[src/rtl/nasti_lite_read_arbiter_if.sv]
// NASTI-lite read bundle (AR + R channels) carrying N lanes side by side.
// Lane i of every field occupies [i*W +: W].
//
// Modports:
//   master : drives AR requests and R ready, receives AR ready and R beats
//   slave  : receives AR requests and R ready, drives AR ready and R beats
interface nasti_lite_read_arbiter_if #(
    parameter int N          = 1,
    parameter int ID_WIDTH   = 1,
    parameter int ADDR_WIDTH = 12,
    parameter int DATA_WIDTH = 32,
    parameter int USER_WIDTH = 1
);
    logic [N*ID_WIDTH-1:0]   ar_id;
    logic [N*ADDR_WIDTH-1:0] ar_addr;
    logic [N*3-1:0]          ar_prot;
    logic [N*4-1:0]          ar_qos;
    logic [N*4-1:0]          ar_region;
    logic [N*USER_WIDTH-1:0] ar_user;
    logic [N-1:0]            ar_valid;
    logic [N-1:0]            ar_ready;

    logic [N*ID_WIDTH-1:0]   r_id;
    logic [N*DATA_WIDTH-1:0] r_data;
    logic [N*2-1:0]          r_resp;
    logic [N*USER_WIDTH-1:0] r_user;
    logic [N-1:0]            r_valid;
    logic [N-1:0]            r_ready;

    modport master (
        output ar_id, ar_addr, ar_prot, ar_qos, ar_region, ar_user, ar_valid, r_ready,
        input  ar_ready, r_id, r_data, r_resp, r_user, r_valid
    );

    modport slave (
        input  ar_id, ar_addr, ar_prot, ar_qos, ar_region, ar_user, ar_valid, r_ready,
        output ar_ready, r_id, r_data, r_resp, r_user, r_valid
    );
endinterface

[src/rtl/nasti_lite_read_arbiter.sv]
// Round-robin arbiter sharing one NASTI-lite read port between N_MASTER
// requesters. Grant order is kept in an order FIFO so that the in-order R
// beats of the lite slave are steered back to the master that issued the AR.
//
// Ports:
//   clk  : clock, rising edge
//   rstn : asynchronous active-low reset
//   m    : N_MASTER-lane read bundle facing the requesters (slave modport)
//   s    : single-lane read bundle facing the lite slave (master modport)
//
// state | meaning
// ------+-----------------------------------------------------------------
// IDLE  | no grant held; arbitrate when a request is present and FIFO has room
// GRANT | r_gnt owns the slave AR channel until its AR handshake completes
module nasti_lite_read_arbiter #(
    parameter int N_MASTER        = 2,
    parameter int MAX_TRANSACTION = 2,
    parameter int ID_WIDTH        = 1,
    parameter int ADDR_WIDTH      = 12,
    parameter int DATA_WIDTH      = 32,
    parameter int USER_WIDTH      = 1
) (
    input  logic                        clk,
    input  logic                        rstn,
    nasti_lite_read_arbiter_if.slave    m,
    nasti_lite_read_arbiter_if.master   s
);
    localparam int IDX_W = (N_MASTER > 1) ? $clog2(N_MASTER) : 1;
    localparam int PTR_W = (MAX_TRANSACTION > 1) ? $clog2(MAX_TRANSACTION) : 1;
    localparam int CNT_W = $clog2(MAX_TRANSACTION + 1);

    typedef enum logic {IDLE, GRANT} state_t;

    state_t             r_state;
    state_t             w_state_nxt;
    logic [IDX_W-1:0]   r_gnt;
    logic [IDX_W-1:0]   w_gnt_nxt;
    logic [IDX_W-1:0]   r_rr_ptr;
    logic [IDX_W-1:0]   w_rr_nxt;

    logic [IDX_W-1:0]   r_fifo [MAX_TRANSACTION];
    logic [PTR_W-1:0]   r_wr_ptr;
    logic [PTR_W-1:0]   r_rd_ptr;
    logic [CNT_W-1:0]   r_count;

    logic               w_any;
    logic [IDX_W-1:0]   w_pick;
    logic               w_full;
    logic               w_empty;
    logic [IDX_W-1:0]   w_head;
    logic [IDX_W-1:0]   w_ar_sel;
    logic               w_ar_hs;
    logic               w_push;
    logic               w_pop;

    assign w_full  = (r_count == CNT_W'(MAX_TRANSACTION));
    assign w_empty = (r_count == '0);
    assign w_head  = r_fifo[r_rd_ptr];

    // First requester at or after rr_ptr; scanning downwards lets the
    // lowest rotation offset win.
    always_comb begin
        int idx;
        w_any  = 1'b0;
        w_pick = '0;
        idx    = 0;
        for (int k = N_MASTER - 1; k >= 0; k--) begin
            idx = (int'(r_rr_ptr) + k) % N_MASTER;
            if (m.ar_valid[IDX_W'(idx)]) begin
                w_any  = 1'b1;
                w_pick = IDX_W'(idx);
            end
        end
    end

    // ---------------- AR channel ----------------
    // Outside GRANT the payload is a don't-care and simply follows master 0.
    assign w_ar_sel    = (r_state == GRANT) ? r_gnt : '0;
    assign s.ar_id     = m.ar_id    [int'(w_ar_sel)*ID_WIDTH   +: ID_WIDTH];
    assign s.ar_addr   = m.ar_addr  [int'(w_ar_sel)*ADDR_WIDTH +: ADDR_WIDTH];
    assign s.ar_prot   = m.ar_prot  [int'(w_ar_sel)*3          +: 3];
    assign s.ar_qos    = m.ar_qos   [int'(w_ar_sel)*4          +: 4];
    assign s.ar_region = m.ar_region[int'(w_ar_sel)*4          +: 4];
    assign s.ar_user   = m.ar_user  [int'(w_ar_sel)*USER_WIDTH +: USER_WIDTH];
    assign s.ar_valid  = (r_state == GRANT) && m.ar_valid[r_gnt];
    assign w_ar_hs     = s.ar_valid && s.ar_ready;

    always_comb begin
        m.ar_ready = '0;
        if (r_state == GRANT) begin
            m.ar_ready[r_gnt] = s.ar_ready;
        end
    end

    // ---------------- FSM ----------------
    always_ff @(posedge clk or negedge rstn) begin
        if (!rstn) begin
            r_state  <= IDLE;
            r_gnt    <= '0;
            r_rr_ptr <= '0;
        end else begin
            r_state  <= w_state_nxt;
            r_gnt    <= w_gnt_nxt;
            r_rr_ptr <= w_rr_nxt;
        end
    end

    always_comb begin
        w_state_nxt = r_state;
        w_gnt_nxt   = r_gnt;
        w_rr_nxt    = r_rr_ptr;
        w_push      = 1'b0;
        case (r_state)
            IDLE: begin
                // Full is registered occupancy, so a pop while full only
                // opens the door for a grant on the following edge.
                if (w_any && !w_full) begin
                    w_gnt_nxt   = w_pick;
                    w_state_nxt = GRANT;
                end
            end
            GRANT: begin
                if (w_ar_hs) begin
                    w_push      = 1'b1;
                    w_state_nxt = IDLE;
                    w_rr_nxt    = (r_gnt == IDX_W'(N_MASTER - 1)) ? '0 : r_gnt + 1'b1;
                end
            end
            default: w_state_nxt = IDLE;
        endcase
    end

    // ---------------- R channel ----------------
    // Payload is broadcast; only the head master sees valid.
    assign m.r_id   = {N_MASTER{s.r_id}};
    assign m.r_data = {N_MASTER{s.r_data}};
    assign m.r_resp = {N_MASTER{s.r_resp}};
    assign m.r_user = {N_MASTER{s.r_user}};
    assign s.r_ready = !w_empty && m.r_ready[w_head];
    assign w_pop     = s.r_valid && s.r_ready;

    always_comb begin
        m.r_valid = '0;
        if (!w_empty) begin
            m.r_valid[w_head] = s.r_valid;
        end
    end

    // ---------------- order FIFO ----------------
    always_ff @(posedge clk or negedge rstn) begin
        if (!rstn) begin
            for (int i = 0; i < MAX_TRANSACTION; i++) begin
                r_fifo[i] <= '0;
            end
            r_wr_ptr <= '0;
            r_rd_ptr <= '0;
            r_count  <= '0;
        end else begin
            if (w_push) begin
                r_fifo[r_wr_ptr] <= r_gnt;
                r_wr_ptr <= (r_wr_ptr == PTR_W'(MAX_TRANSACTION - 1)) ? '0 : r_wr_ptr + 1'b1;
            end
            if (w_pop) begin
                r_rd_ptr <= (r_rd_ptr == PTR_W'(MAX_TRANSACTION - 1)) ? '0 : r_rd_ptr + 1'b1;
            end
            case ({w_push, w_pop})
                2'b10:   r_count <= r_count + 1'b1;
                2'b01:   r_count <= r_count - 1'b1;
                default: r_count <= r_count;
            endcase
        end
    end
endmodule

[src/flat_wrapper.sv]
// flat-port wrapper written by rule: the top's interface ports become plain ports
module nasti_lite_read_arbiter_flat 
#(
    parameter int N_MASTER        = 2,
    parameter int MAX_TRANSACTION = 2,
    parameter int ID_WIDTH        = 1,
    parameter int ADDR_WIDTH      = 12,
    parameter int DATA_WIDTH      = 32,
    parameter int USER_WIDTH      = 1
)
  (clk, rstn, m_ar_id, m_ar_addr, m_ar_prot, m_ar_qos, m_ar_region, m_ar_user, m_ar_valid, m_r_ready, m_ar_ready, m_r_id, m_r_data, m_r_resp, m_r_user, m_r_valid, s_ar_id, s_ar_addr, s_ar_prot, s_ar_qos, s_ar_region, s_ar_user, s_ar_valid, s_r_ready, s_ar_ready, s_r_id, s_r_data, s_r_resp, s_r_user, s_r_valid);
  nasti_lite_read_arbiter_if #(.N((2)), .ID_WIDTH(ID_WIDTH), .ADDR_WIDTH(ADDR_WIDTH), .DATA_WIDTH(DATA_WIDTH), .USER_WIDTH(USER_WIDTH)) m_i ();
  nasti_lite_read_arbiter_if #(.N(1), .ID_WIDTH(ID_WIDTH), .ADDR_WIDTH(ADDR_WIDTH), .DATA_WIDTH(DATA_WIDTH), .USER_WIDTH(USER_WIDTH)) s_i ();
  input  logic clk;
  input  logic rstn;
  input wire logic [$bits(m_i.ar_id)-1:0] m_ar_id;
  input wire logic [$bits(m_i.ar_addr)-1:0] m_ar_addr;
  input wire logic [$bits(m_i.ar_prot)-1:0] m_ar_prot;
  input wire logic [$bits(m_i.ar_qos)-1:0] m_ar_qos;
  input wire logic [$bits(m_i.ar_region)-1:0] m_ar_region;
  input wire logic [$bits(m_i.ar_user)-1:0] m_ar_user;
  input wire logic [$bits(m_i.ar_valid)-1:0] m_ar_valid;
  input wire logic [$bits(m_i.r_ready)-1:0] m_r_ready;
  output wire logic [$bits(m_i.ar_ready)-1:0] m_ar_ready;
  output wire logic [$bits(m_i.r_id)-1:0] m_r_id;
  output wire logic [$bits(m_i.r_data)-1:0] m_r_data;
  output wire logic [$bits(m_i.r_resp)-1:0] m_r_resp;
  output wire logic [$bits(m_i.r_user)-1:0] m_r_user;
  output wire logic [$bits(m_i.r_valid)-1:0] m_r_valid;
  output wire logic [$bits(s_i.ar_id)-1:0] s_ar_id;
  output wire logic [$bits(s_i.ar_addr)-1:0] s_ar_addr;
  output wire logic [$bits(s_i.ar_prot)-1:0] s_ar_prot;
  output wire logic [$bits(s_i.ar_qos)-1:0] s_ar_qos;
  output wire logic [$bits(s_i.ar_region)-1:0] s_ar_region;
  output wire logic [$bits(s_i.ar_user)-1:0] s_ar_user;
  output wire logic [$bits(s_i.ar_valid)-1:0] s_ar_valid;
  output wire logic [$bits(s_i.r_ready)-1:0] s_r_ready;
  input wire logic [$bits(s_i.ar_ready)-1:0] s_ar_ready;
  input wire logic [$bits(s_i.r_id)-1:0] s_r_id;
  input wire logic [$bits(s_i.r_data)-1:0] s_r_data;
  input wire logic [$bits(s_i.r_resp)-1:0] s_r_resp;
  input wire logic [$bits(s_i.r_user)-1:0] s_r_user;
  input wire logic [$bits(s_i.r_valid)-1:0] s_r_valid;
  assign m_i.ar_id = m_ar_id;
  assign m_i.ar_addr = m_ar_addr;
  assign m_i.ar_prot = m_ar_prot;
  assign m_i.ar_qos = m_ar_qos;
  assign m_i.ar_region = m_ar_region;
  assign m_i.ar_user = m_ar_user;
  assign m_i.ar_valid = m_ar_valid;
  assign m_i.r_ready = m_r_ready;
  assign m_ar_ready = m_i.ar_ready;
  assign m_r_id = m_i.r_id;
  assign m_r_data = m_i.r_data;
  assign m_r_resp = m_i.r_resp;
  assign m_r_user = m_i.r_user;
  assign m_r_valid = m_i.r_valid;
  assign s_ar_id = s_i.ar_id;
  assign s_ar_addr = s_i.ar_addr;
  assign s_ar_prot = s_i.ar_prot;
  assign s_ar_qos = s_i.ar_qos;
  assign s_ar_region = s_i.ar_region;
  assign s_ar_user = s_i.ar_user;
  assign s_ar_valid = s_i.ar_valid;
  assign s_r_ready = s_i.r_ready;
  assign s_i.ar_ready = s_ar_ready;
  assign s_i.r_id = s_r_id;
  assign s_i.r_data = s_r_data;
  assign s_i.r_resp = s_r_resp;
  assign s_i.r_user = s_r_user;
  assign s_i.r_valid = s_r_valid;
  nasti_lite_read_arbiter #(.N_MASTER(N_MASTER), .MAX_TRANSACTION(MAX_TRANSACTION), .ID_WIDTH(ID_WIDTH), .ADDR_WIDTH(ADDR_WIDTH), .DATA_WIDTH(DATA_WIDTH), .USER_WIDTH(USER_WIDTH)) u_core (.clk(clk), .rstn(rstn), .m(m_i), .s(s_i));
endmodule
[config.mk]
export PLATFORM = sky130hd
export DESIGN_NAME = nasti_lite_read_arbiter_flat
export DESIGN_NICKNAME = d
export VERILOG_FILES = /design/src/rtl/nasti_lite_read_arbiter_if.sv /design/src/rtl/nasti_lite_read_arbiter.sv /design/src/flat_wrapper.sv
export SDC_FILE = /design/constraint.sdc
export NUM_CORES = 1
export LEC_CHECK = 0
export BUFFER_PORTS_ARGS = -buffer_cell sky130_fd_sc_hd__buf_2
export CORE_AREA = 2 2 76 78
export CTS_CLUSTER_SIZE = 8
export DETAILED_ROUTE_END_ITERATION = 10
export DIE_AREA = 0 0 78 80
export HOLD_SLACK_MARGIN = 0.15
export PLACE_DENSITY = 0.74
export SKIP_CTS_REPAIR_TIMING = 1
export SLEW_MARGIN = 20
export SYNTH_ARGS = -nofsm -noshare
export SYNTH_HDL_FRONTEND = slang
export SYNTH_SLANG_ARGS = --single-unit
[constraint.sdc]
create_clock -name clk -period 4 [get_ports clk]
set_input_delay 0.8 -clock clk [delete_from_list [all_inputs] [get_ports clk]]
set_output_delay 0.8 -clock clk [all_outputs]
set_load 0.05 [all_outputs]
==> results of run 1 <==
metrics by stage:
step | power [uW] | instances | util (%) | instance area [um^2]
floorplan | 1149 | 148 | - | 1354
global placement | 1087 | 231 | 24.14 | 1305
detailed placement | 1105 | 231 | 24.14 | 1305
CTS | 1209 | 235 | 24.98 | 1350
global route | 1268 | 235 | 24.98 | 1350
finish | 1198 | 235 | 24.98 | 1350
layout make-up:
cell class / count / area (um^2) / area share [%]
clock buffers: 4 / 45.04 / 3.336
repair buffers: 88 / 440.4 / 32.62
multi-input cells: 61 / 545.5 / 40.41
flip-flops and latches: 9 / 225.2 / 16.68
inverters: 1 / 3.754 / 0.2780
well taps: 72 / 90.09 / 6.673
placed cells by master (no fill, tap or decap), types with 2 or more instances in the layout:
cell type and n:
o21ai_0 2, xnor2_1 3, o211ai_1 2, clkbuf_8 3, dfrtp_1 9, mux2i_1 3
nor2b_1 2, xor2_1 2, nand2_1 2, mux2_2 28, nor2_1 6, buf_2 88
flip-flops by register name, indices dropped and copies added (netlist names):
name             cells
u_core.r_count       2
u_core.r_fifo        2
u_core.r_gnt         1
u_core.r_rd_ptr      1
u_core.r_rr_ptr      1
u_core.r_state       1
u_core.r_wr_ptr      1
worst max path at each step:
stage / startpoint / end
finish: u_core.r_gnt / s_ar_addr[3]
global route: u_core.r_gnt / s_ar_addr[8]
CTS: u_core.r_gnt / s_ar_qos[0]
detailed placement: u_core.r_gnt / s_ar_qos[0]
global placement: u_core.r_gnt / s_ar_addr[3]
floorplan: m_ar_valid[0] / s_ar_valid
report_power, final:
| group | switching (uW) | total [uW] | internal (uW) | leakage [uW] |
|---|---|---|---|---|
| combinational | 604 | 900 | 296 | 0.000560 |
| sequential | 56.8 | 195 | 139 | 0.000101 |
| clock | 33.2 | 102 | 69.2 | 0.0000228 |
| total | 694 | 1200 | 503 | 0.000684 |
layer usage:
metal / routed length [um] / GRT usage (%)
met2: 1382 / 12.93
met5: 0 / 0
met4: 70 / 5.263
met3: 487 / 5.656
met1: 1012 / 8.532
kinds of logic after synthesis:
logic type / count (synthesis)
buf+inv: 78
mux: 32
simple gates: 17
flops: 9
compound gates: 6
xor+xnor: 5
fa+ha+maj: 1
==> summary.md, run 1 <==
| Metric | Value |
|---|---|
| Status | `finished, final reports clean` |
| CP Max Fanout | `25` |
| Reg-to-reg slack, setup | `about 2200 ps` |
| Hold Violations, Final | `0` |
| TritonCTS buffer count | `3` |
| Gp weighted congestion | `0.7301` |
| CTS Buffer Depth | `2` |
| Post-synthesis mux area share | `26.52%` |
| Syn Nets | `243` |
| Crit-path slowest cell | `nand2_2` |
| Setup Viol. Count Final | `0` |
| Commonest cells in the netlist | `75 x buf_4, 28 x mux2_2, 9 x dfrtp_1, 6 x nor2_1` |
| Antenna cells | `0` |
| Initial DRC Count | `29` |
| Largest net degree at the start of global routing | `26` |
| Routed length per instance | `between 10 and 15 um` |
| Top cell type's share of synthesized area | `roughly two fifths` |
| Leakage | `between 0.0006 and 0.0007 uW` |
| Reg2reg end | `u_core.r_count[1]` |
| Setup crit end kind | `primary output` |
| Row cnt | `27` |
| Top_reg_cell synth | `dfrtp_1` |
| Antenna Violating Nets Remaining | `0` |
| Count of unique library cells instantiated by Yosys | `25` |
| Detailed-route via count | `937` |
| CP top delay family | `simple AND/OR/NAND/NOR gates` |
| Post-synthesis sequential area ratio | `16.64%` |
| Setup TNS | `0 ps` |
| Clk sink count | `9` |
| Top post-synthesis cells by area | `buf_4 42%, mux2_2 23%, dfrtp_1 17%, mux2i_1 2.2%, xnor2_1 1.9%` |
| Vias/cell | `3.987` |
| Clock Pin Slew Worst Setup and Hold Paths | `40 ps` |
| Total track usage | `8.475%` |
| Crit start category | `flip-flop` |
| CTS tree | `built` |
| Slew HR | `between 60% and 70%` |
| Setup Skew | `4.653 ps` |
| Clock Latency Late Sink | `~230 ps` |
| RSZ-0062 raised after global routing | `false` |
| CP Data Required Time | `about 3200 ps` |
| Core ar. | `around 5400 um^2` |
| Max Fclk | `382.5 MHz` |
| Post-Syn Area | `~1400 um^2` |
| DIE AREA | `between 6000 and 7000 um^2` |
| Port buffer count | `88` |
| Worst path max stage delay | `480 ps` |
| Fill cell count | `584` |
| Global-route wire length before repair | `between 4000 and 5000 um` |
| Fin crit share | `65.36%` |
| Post-Synth XOR/XNOR Area | `roughly 3.2%` |
| Dpl hpwl | `2503 um` |
| Initial core utilization | `25.05%` |
| Buf/Inv on CP | `1` |
| Worst slew pin tran | `586.0 ps` |
| Vias in the first global route | `roughly 870` |
| Global route overflow | `0` |
| Share of layout cells above drive strength 1 | `74.85%` |
| Min Clock Period, post-route | `2614 ps` |
| Yosys warnings | `0` |
| Max-slew violations | `0` |
| Most common cell in the netlist | `buf_4` |
| Synthesis-stage register bit count | `9` |
| Initial antenna violation count | `0` |
| R2R depth | `5` |
| Worst reg2reg path startpoint | `u_core.r_rd_ptr` |
| H-tree levels | `1` |
| Critical path type | `flip-flop to primary output` |
| Main combinational cell family by area after synthesis | `buffers and inverters` |
| Power Dens Cells | `887.2 nW/um^2` |
| Synth Area in Adders | `0.9242%` |
| Levels on crit path | `3` |
| Drt drc | `0` |
| Post-synth ARST share | `100.0%` |
| I/O pin count | `around 200` |
| Die height | `80 um` |
| Critical Path AT | `around 1800 ps` |
| Place WS | `1603 ps` |
| Total Wirelength | `2953 um` |
| Hold WS | `408.2 ps` |
| Die width | `roughly 78 um` |
| Area Growth Syn to Fin | `-0.2776%` |
| Pre-Repair DR Iteration Count | `4` |
| Area leader, netlist | `buf_4` |
| CP Cell Sequence | `nand2_2 > mux2_2 > buf_2` |
| CTS root buffer | `clkbuf_8` |
| # nets final | `between 200 and 300` |
| HP Class | `input pin to asynchronous set/reset pin` |
| Synth Area in Simple Gates | `under 10%` |
| Number of synthesized flops with an enable pin | `0` |
| Worst setup slack after layout | `roughly 1400 ps` |
| Synthesized area per cell | `9.147 um^2` |
| Gate Count Post-Synth | `148` |
| Synth Area in Compound Gates | `2.865%` |
| Max-cap check violation count | `0` |
| Max VDD drop | `0.2323 mV` |
Note: power is estimated with default switching activity, not from simulation.
==> inputs of run 2 (changes only) <==
PLACE_DENSITY = 0.76   (was 0.74)
clock period = 2.2 ns   (was 4 ns; I/O delays follow)
==> summary.md, run 2 (same netlist as run 1, synthesis figures left out) <==
| Metric | Value |
|---|---|
| H-tree levels | `1` |
| Met3 Wirelength | `422 um` |
| Port buffer count | `88` |
| Initial core utilization | `about a quarter` |
| Power Dens Cells | `between 1500 and 2000 nW/um^2` |
| Total track usage | `roughly 8.6%` |
| Most frequent cells in the layout | `88 x buf_2, 28 x mux2_2, 9 x dfrtp_1, 6 x nor2_1` |
| Area Growth Syn to Fin | `1.941%` |
| Uppermost layer routed | `met4` |
| CTS tree | `built` |
| Clock Pin Slew Worst Setup and Hold Paths | `50 ps` |
| Max Fclk | `492.6 MHz` |
| TritonCTS buffer count | `3` |
| HP Class | `flip-flop to flip-flop` |
| Core ar. | `~5400 um^2` |
| Total Wirelength | `3110 um` |
| Status | `finished, final reports clean` |
| Vias in the first global route | `868` |
| Setup Viol. Count Final | `0` |
| Antenna cells | `0` |
| Fill cell count | `about 570` |
| Placed instance area | `about 1300 um^2` |
| Drt drc | `0` |
| Final instance area | `1380 um^2` |
| CP Max Fanout | `25` |
| Largest net degree at the start of global routing | `26` |
| Row cnt | `27` |
| Hold Violations, Final | `0` |
| Routed length on met2 | `1525 um` |
| Initial DRC Count | `24` |
| Global route overflow | `0` |
| Setup Skew | `3.270 ps` |
| Setup TNS | `0 ps` |
| Fin crit share | `92.27%` |
| Leakage | `0.0006980 uW` |
| CP Data Required Time | `1760 ps` |
| CTS Buffer Depth | `2` |
| Initial antenna violation count | `0` |
| Min Clock Period, post-route | `approximately 2000 ps` |
| Die height | `80 um` |
| RSZ-0062 raised after global routing | `false` |
| Critical path type | `flip-flop to primary output` |
| Dpl hpwl | `2554 um` |
| Routed length per instance | `13.12 um` |
| I/O pin count | `197` |
| Setup crit end kind | `primary output` |
| Pre-Repair DR Iteration Count | `2` |
| Clk sink count | `9` |
| DRT met1 WL | `between 1000 and 1500 um` |
| Placed cell count | `232` |
| Max VDD drop | `0.4343 mV` |
| Worst slew pin tran | `385.5 ps` |
| Slew HR | `approximately three quarters` |
| Share of layout cells above drive strength 1 | `around 75%` |
| Biggest regs | `u_core.r_count: 2 flops, u_core.r_fifo: 2 flops` |
| Global-route wire length before repair | `between 4000 and 5000 um` |
| CTS root buffer | `clkbuf_8` |
| Gp weighted congestion | `0.7282` |
| Crit start category | `flip-flop` |
| Max-cap check violation count | `0` |
| Clock Latency Late Sink | `230 ps` |
| Non-Filler Instances | `between 200 and 250` |
| Detailed-route via count | `957` |
| DIE AREA | `between 6000 and 7000 um^2` |
| Critical Path AT | `1590 ps` |
| Commonest non-fill, non-tap cell in the layout | `buf_2` |
| Die width | `78 um` |
| Hold WS | `497.6 ps` |
| Vias/cell | `4.038` |
| # nets final | `261` |
| Antenna Violating Nets Remaining | `0` |
| Max-slew violations | `0` |
-- run 2: changes by cell type in the layout (fill, tap and decap cells not counted) --
cell,before,now
buf_12,0,1
dlygate4sd3_1,0,1
-- run 2: worst paths after layout --
path	from	endpoint	slack (ps)	cells after the start
worst max-delay path	u_core.r_gnt	s_ar_addr[8]	170	4
worst min-delay path	u_core.r_wr_ptr	u_core.r_wr_ptr	500	1
worst max register to register	u_core.r_rd_ptr	u_core.r_count[1]	430	5
worst min register to register	u_core.r_wr_ptr	u_core.r_wr_ptr	500	1
max in group asynchronous	rstn	u_core.r_count[1]	1430	2
min in group asynchronous	rstn	u_core.r_state	590	2
-- run 2: per-layer routing --
layer	vias up	GRT usage [%]
met2	80	15.00
met5	-	0
met1	417	8.725
met3	10	3.281
li1	450	-
met4	0	5.263
-- run 2: cell type report --
type	count	area [um^2]	share of cell area (%)
repair buffers	90	470.5	34.09
clock buffers	4	45.04	3.264
well taps	72	90.09	6.528
flip-flops and latches	9	225.2	16.32
multi-input cells	61	545.5	39.53
inverters	1	3.754	0.2720
-- run 2: where the power goes --
part	internal (uW)	switching [uW]
registers	252	112
clock network	126	67.1
logic	580	1110
-- run 2: per-stage QoR --
stage / setup WS [ps] / total power, uW / utilization, %
2_1_floorplan: 273.1 / 2089 / -
3_3_place_gp: 434.3 / 2029 / 24.51
3_5_place_dp: 408.5 / 2058 / 24.51
4_1_cts: 154.5 / 2260 / 25.35
5_1_grt: 105.0 / 2361 / 25.53
6_report: 170.0 / 2248 / 25.53
-- run 2: critical path, stage by stage, from the launching register on --
cell and delay (ps):
dfrtp_1 460, nand2_2 120, buf_12 180, mux2_2 370, buf_2 220
